## config.mk

```make
export PLATFORM = sky130hd
export DESIGN_NAME = sort_sequencer
export DESIGN_NICKNAME = d
export VERILOG_FILES = /design/src/rtl/sort_sequencer_pkg.sv /design/src/rtl/juntarComparadores.sv /design/src/rtl/sort_sequencer_cmp_swap.sv /design/src/rtl/sort_sequencer.sv
export SDC_FILE = /design/constraint.sdc
export NUM_CORES = 1
export LEC_CHECK = 0
export ABC_AREA = 1
export CAP_MARGIN = 5
export CORE_MARGIN = 8
export CORE_UTILIZATION = 58
export CTS_CLUSTER_SIZE = 8
export DETAILED_ROUTE_END_ITERATION = 8
export GPL_ROUTABILITY_DRIVEN = 0
export MAX_ROUTING_LAYER = met4
export PLACE_DENSITY = 0.78
export RECOVER_POWER = 100
export SYNTH_ARGS = -nofsm -noshare
export SYNTH_HDL_FRONTEND = slang
export SYNTH_HIERARCHICAL = 1
export SYNTH_SLANG_ARGS = --single-unit
```

## constraint.sdc

```tcl
create_clock -name clk -period 5.1 [get_ports clk]
set_input_delay 1.02 -clock clk [delete_from_list [all_inputs] [get_ports clk]]
set_output_delay 1.02 -clock clk [all_outputs]
set_load 0.1 [all_outputs]
```

## src/rtl/sort_sequencer_pkg.sv

```systemverilog
// Shared definitions for the sort sequencer slice.
//   - FSM state encodings (2-bit; the spare encoding recovers to LOAD)
//   - sort-order constants
//   - idx_w(): counter width helper for a given batch depth
package sort_sequencer_pkg;

    localparam logic [1:0] S_LOAD  = 2'd0;
    localparam logic [1:0] S_SORT  = 2'd1;
    localparam logic [1:0] S_DRAIN = 2'd2;

    localparam logic ASC  = 1'b0;
    localparam logic DESC = 1'b1;

    // Width of wr_idx/rd_idx/j/pass. Depth is at least 2, so this is at least 1.
    function automatic int idx_w(input int depth);
        return (depth > 1) ? $clog2(depth) : 1;
    endfunction

endpackage

```

## src/rtl/juntarComparadores.sv

```systemverilog
// Unsigned magnitude comparator built as a bit-serial ripple chain.
// Ports:
//   a, b : Size-bit unsigned operands
//   g    : a > b
//   l    : a < b
// The chain runs LSB to MSB so a differing higher bit overrides whatever
// the lower bits decided.
module juntarComparadores #(
    parameter int Size = 8
) (
    input  logic [Size-1:0] a,
    input  logic [Size-1:0] b,
    output logic            g,
    output logic            l
);

    logic [Size:0] g_c;
    logic [Size:0] l_c;

    assign g_c[0] = 1'b0;
    assign l_c[0] = 1'b0;

    for (genvar i = 0; i < Size; i++) begin : g_bit
        assign g_c[i+1] = (a[i] & ~b[i]) | (~(a[i] ^ b[i]) & g_c[i]);
        assign l_c[i+1] = (~a[i] & b[i]) | (~(a[i] ^ b[i]) & l_c[i]);
    end

    assign g = g_c[Size];
    assign l = l_c[Size];

endmodule

```

## src/rtl/sort_sequencer_cmp_swap.sv

```systemverilog
// Compare/swap decision for one adjacent pair of the sort buffer.
// Ports:
//   a, b   : mem[j], mem[j+1]
//   desc_q : latched sort order (ASC/DESC)
//   swap   : exchange a and b this cycle
// Equal words never swap, which keeps the sort stable.
module cmp_swap
    import sort_sequencer_pkg::*;
#(
    parameter int Size = 8
) (
    input  logic [Size-1:0] a,
    input  logic [Size-1:0] b,
    input  logic            desc_q,
    output logic            swap
);

    logic g;
    logic l;

    juntarComparadores #(Size) u_cmp (
        .a (a),
        .b (b),
        .g (g),
        .l (l)
    );

    assign swap = (desc_q == DESC) ? l : g;

endmodule

```

## src/rtl/sort_sequencer.sv

```systemverilog
// Sequential bubble sorter around one shared comparator.
// Loads Depth words, sorts them in place with a fixed (Depth-1)^2-cycle
// schedule (one compare/swap per cycle), then streams them out.
// Ports:
//   clk, rst_n          : clock, synchronous active-low reset
//   in_valid/in_ready   : load handshake, in_data word, desc order
//                         (desc sampled with the first word of a batch)
//   out_valid/out_ready : drain handshake, out_data sorted word
//   busy                : high while sorting or draining
module sort_sequencer
    import sort_sequencer_pkg::*;
#(
    parameter int Size  = 8,
    parameter int Depth = 4
) (
    input  logic            clk,
    input  logic            rst_n,
    input  logic            in_valid,
    output logic            in_ready,
    input  logic [Size-1:0] in_data,
    input  logic            desc,
    output logic            out_valid,
    input  logic            out_ready,
    output logic [Size-1:0] out_data,
    output logic            busy
);

    localparam int IW = idx_w(Depth);
    localparam logic [IW-1:0] IDX_LAST = IW'(Depth - 1);
    localparam logic [IW-1:0] IDX_PAIR = IW'(Depth - 2);

    logic [1:0]                  state;
    logic [1:0]                  state_nxt;
    logic [IW-1:0]               wr_idx;
    logic [IW-1:0]               rd_idx;
    logic [IW-1:0]               j;
    logic [IW-1:0]               j_nx;
    logic [IW-1:0]               pass;
    logic                        desc_q;
    logic [Depth-1:0][Size-1:0]  mem;
    logic [Size-1:0]             a;
    logic [Size-1:0]             b;
    logic                        swap;

    // j never exceeds Depth-2, so j+1 always fits in IW bits.
    assign j_nx = j + 1'b1;
    assign a    = mem[j];
    assign b    = mem[j_nx];

    cmp_swap #(.Size(Size)) u_cmp_swap (
        .a      (a),
        .b      (b),
        .desc_q (desc_q),
        .swap   (swap)
    );

    // State register
    always_ff @(posedge clk) begin
        if (!rst_n) state <= S_LOAD;
        else        state <= state_nxt;
    end

    // Next-state logic
    always_comb begin
        state_nxt = state;
        case (state)
            S_LOAD:  if (in_valid && wr_idx == IDX_LAST)             state_nxt = S_SORT;
            S_SORT:  if (pass == IDX_PAIR && j == IDX_PAIR)          state_nxt = S_DRAIN;
            S_DRAIN: if (out_ready && rd_idx == IDX_LAST)            state_nxt = S_LOAD;
            default:                                                 state_nxt = S_LOAD;
        endcase
    end

    // Outputs: out_data comes straight from registered storage.
    always_comb begin
        in_ready  = (state == S_LOAD);
        out_valid = (state == S_DRAIN);
        busy      = (state == S_SORT) || (state == S_DRAIN);
        out_data  = '0;
        if (state == S_DRAIN) out_data = mem[rd_idx];
    end

    // Counters and order latch
    always_ff @(posedge clk) begin
        if (!rst_n) begin
            wr_idx <= '0;
            rd_idx <= '0;
            j      <= '0;
            pass   <= '0;
            desc_q <= ASC;
        end else begin
            case (state)
                S_LOAD: if (in_valid) begin
                    if (wr_idx == '0) desc_q <= desc;
                    if (wr_idx == IDX_LAST) begin
                        wr_idx <= '0;
                        pass   <= '0;
                        j      <= '0;
                    end else begin
                        wr_idx <= wr_idx + 1'b1;
                    end
                end
                S_SORT: begin
                    if (j == IDX_PAIR) begin
                        j <= '0;
                        if (pass == IDX_PAIR) begin
                            pass   <= '0;
                            rd_idx <= '0;
                        end else begin
                            pass <= pass + 1'b1;
                        end
                    end else begin
                        j <= j_nx;
                    end
                end
                S_DRAIN: if (out_ready) begin
                    rd_idx <= (rd_idx == IDX_LAST) ? '0 : rd_idx + 1'b1;
                end
                default: ;
            endcase
        end
    end

    // Storage: no reset, contents are don't-care until loaded.
    // A swap writes both halves of the pair in the same cycle.
    always_ff @(posedge clk) begin
        if (state == S_LOAD && in_valid) begin
            mem[wr_idx] <= in_data;
        end else if (state == S_SORT && swap) begin
            mem[j]    <= b;
            mem[j_nx] <= a;
        end
    end

endmodule

```

==> impl_metrics.tcl <==
set metrics [dict create \
    period_share_pct 84.71 \
    synth_top_area_cell "edfxtp_1" \
    yosys.cell_count.top_type "nand2_1" \
    dp.cells 719 \
    syn_to_final_growth_pct 7.068 \
    fin_ws_ns 0.7796 \
    ir_drop_mv 0.3583 \
    grt_pass1_wl_um 20140 \
    skew_ns 0.01696 \
    io_buffers 23 \
    cp_slowest_cell "dlygate4sd3_1" \
    synthFlopType "edfxtp_1" \
    power_density_nw_per_um2 525.4 \
    dr.pass1.iters 5 \
    detail-route-antenna-nets 0 \
    critPathRequiredTime_ns 4.08 \
    start_util_pct 59.38 \
    post-cts-setup-buffers 0 \
    io_pins 24 \
    fin_tns_setup_ns 0 \
    p_leak_nw 2.163 \
    insertion_delay_ns 0.30 \
    cp-start-kind "register" \
    relSlewSlack_pct -22.47 \
    grt_pass1_vias 4019 \
    drt_iter0_drc 390 \
    die_w_um 101.9 \
    antenna_found_initial 0 \
    die_y_um 101.9 \
    maxCapViolations 1 \
    cp.arrival_ns 3.30 \
    final_core_util_pct 63.58 \
    viasPerCell 5.777 \
    drive_above_1_share_pct 10.03 \
    slew_viol_final 42 \
    ys_async_sr_fraction_pct 0 \
    synthTopCellsByCount "nand2_1 (224), nand3_1 (81), inv_1 (50)" \
    cts_buffers 5 \
    synthTopCellsByArea "edfxtp_1 (22%), nand2_1 (20%), nand3_1 (9.5%)" \
    clkTransAtPathRegs_ns 0.09 \
    path_class "reg -> out" \
    cts_tree "done" \
    cts_resized 0 \
    routed_wl_um 12700 \
    cp.buffers_inverters 2 \
    hpwl_um 8632 \
    rows 31 \
    grt-ovfl-total 0 \
    syn_inst 612 \
    seqCellArea_um2 1181 \
    htreeDepth 2 \
    setup_viol_count_final 0 \
    grt_max_degree 42 \
    multiInputGateArea_um2 2678 \
    vias 4200 \
    crit_fanout 10 \
    postLayoutCellArea_um2 4587 \
    avgRoutedWirePerCell_um 17.47 \
    crit_family "buffers and inverters" \
    syn_area_um2 4284 \
    core_um2 7214 \
    total_power_mw 2.410 \
    synth_edf_count 32 \
    fill_cells 701 \
    syn_area_per_cell_um2 7.000 \
    outcome "finished with violations" \
    whs_ns 0.4972 \
    num-nets-final 671 \
    synth_top_area_share_pct 22.43 \
    n_antenna_cell 0 \
    min_path_type "reg -> reg" \
    yosysUniqueCellTypes 27 \
    rsz0062_at_grt "false" \
    hold_violations 0 \
    crit_chain "clkinv_1 > nor2_1 > o21ai_0 > a21oi_1 > dlygate4sd3_1" \
    ys_warn_count 6 \
    fin_cells 727 \
    clock-root-buffer "clkbuf_8" \
    period_minus_slack_ns 4.320 \
    grtUsageTotal_pct 26.00 \
    clockBufferDepth 2 \
    crit_path_end_kind "primary output" \
    ys_seq_elements 43 \
    fmax_mhz 231.5 \
    tightest_slew_ns 1.837 \
    drc 0 \
    cts.sinks 43 \
    dpl_cell_area_um2 4508 \
    violations "capacitance limit, slew limit" \
    dp_worst_setup_slack_ns 1.134 \
    ys_seq_area_share_pct 27.57 \
    ctsHoldBuffers 0 \
    syn-num-nets 656 \
    worst_path_largest_cell_delay_ns 1.23 \
    dieArea_um2 10390 \
]
[path summary, 6_finish.rpt]
| check | startpoint | depth (start not counted) | slack [ns] | to |
|---|---|---|---|---|
| max reg2reg | j[0] | 27 | 0.82 | mem[0] |
| min reg2reg | state[0] | 2 | 0.50 | state[0] |
| max | rd_idx[1] | 5 | 0.78 | out_data[7] |
| min | state[0] | 2 | 0.50 | state[0] |
[kinds of logic (layout without fill, tap and decap cells)]
kind of cell / after synthesis / in the layout / synth area share, %
simple gates: 415 / 415 / 48.48
compound gates: 44 / 44 / 5.257
buf+inv: 79 / 95 / 9.638
flops: 43 / 43 / 27.57
fa+ha+maj: 31 / 31 / 9.054
[state kept, by name (all words and copies together) (netlist names)]
signal	flops
desc_q	1
state	2
mem	32
rd_idx	2
wr_idx	2
j	2
pass	2
[worst register-to-register path, stage by stage, from the launching register on]
cell,delay (ns)
dfxtp_1,0.44
inv_8,0.16
ha_1,0.59
inv_4,0.28
nand3_1,0.19
and2_0,0.23
ha_1,0.30
nand3_1,0.07
nand2_1,0.06
nand2_1,0.04
nand2_1,0.05
nand2_1,0.04
nand2_1,0.05
nand2_1,0.04
nand2_1,0.05
nand2_1,0.04
nand2_1,0.05
nand2_1,0.05
nand2_1,0.06
nand2_1,0.05
nand2_1,0.05
nand2_1,0.04
nand2_1,0.06
nand2_1,0.05
nand2_1,0.08
inv_1,0.11
a21oi_1,0.39
clkbuf_1,0.35
[placed cells by master, fill, tap and decap left out]
| cell | synthesis | routed |
|---|---|---|
| nor2_1 | 38 | 38 |
| clkdlybuf4s50_1 | 0 | 10 |
| a21oi_1 | 19 | 19 |
| nand3_2 | 22 | 22 |
| nand2_4 | 10 | 10 |
| inv_4 | 2 | 2 |
| nand2_1 | 224 | 224 |
| inv_2 | 2 | 1 |
| dfxtp_1 | 11 | 11 |
| and2_0 | 0 | 1 |
| clkbuf_8 | 0 | 5 |
| clkinv_1 | 1 | 1 |
| buf_4 | 4 | 4 |
| inv_8 | 1 | 1 |
| nand3_1 | 81 | 82 |
| edfxtp_1 | 32 | 32 |
| clkbuf_1 | 0 | 6 |
| nand3_4 | 10 | 9 |
| o21ai_0 | 22 | 23 |
| ha_1 | 31 | 31 |
| nor2_2 | 4 | 4 |
| a211oi_1 | 2 | 2 |
| nor3_1 | 6 | 6 |
| and2_1 | 16 | 15 |
| bufinv_16 | 0 | 1 |
| inv_1 | 50 | 51 |
| dlygate4sd3_1 | 0 | 13 |
| nand2_2 | 4 | 4 |
[report_power, final]
group	leakage, nW	internal, mW	switching [mW]	total, mW
sequential	0.395	0.528	0.119	0.646
combinational	1.72	0.452	1.04	1.49
clock	0.0524	0.147	0.125	0.272
total	2.16	1.13	1.28	2.41
[final cells by class]
cell class,count,area share (%)
sequential,43,25.75
inverter,56,4.855
clock inverter,1,0.6547
multi-input combinational,490,58.37
timing repair buffer,31,6.001
clock buffer,7,1.664
tap,99,2.700
[layer usage]
| metal | track usage, % | routed length (um) |
|---|---|---|
| met5 | - | 0 |
| met4 | 11.17 | 367 |
| met3 | 3.474 | 1221 |
| met2 | 42.15 | 6005 |
| met1 | 31.73 | 5111 |
Power figures use the tool's default switching activity.
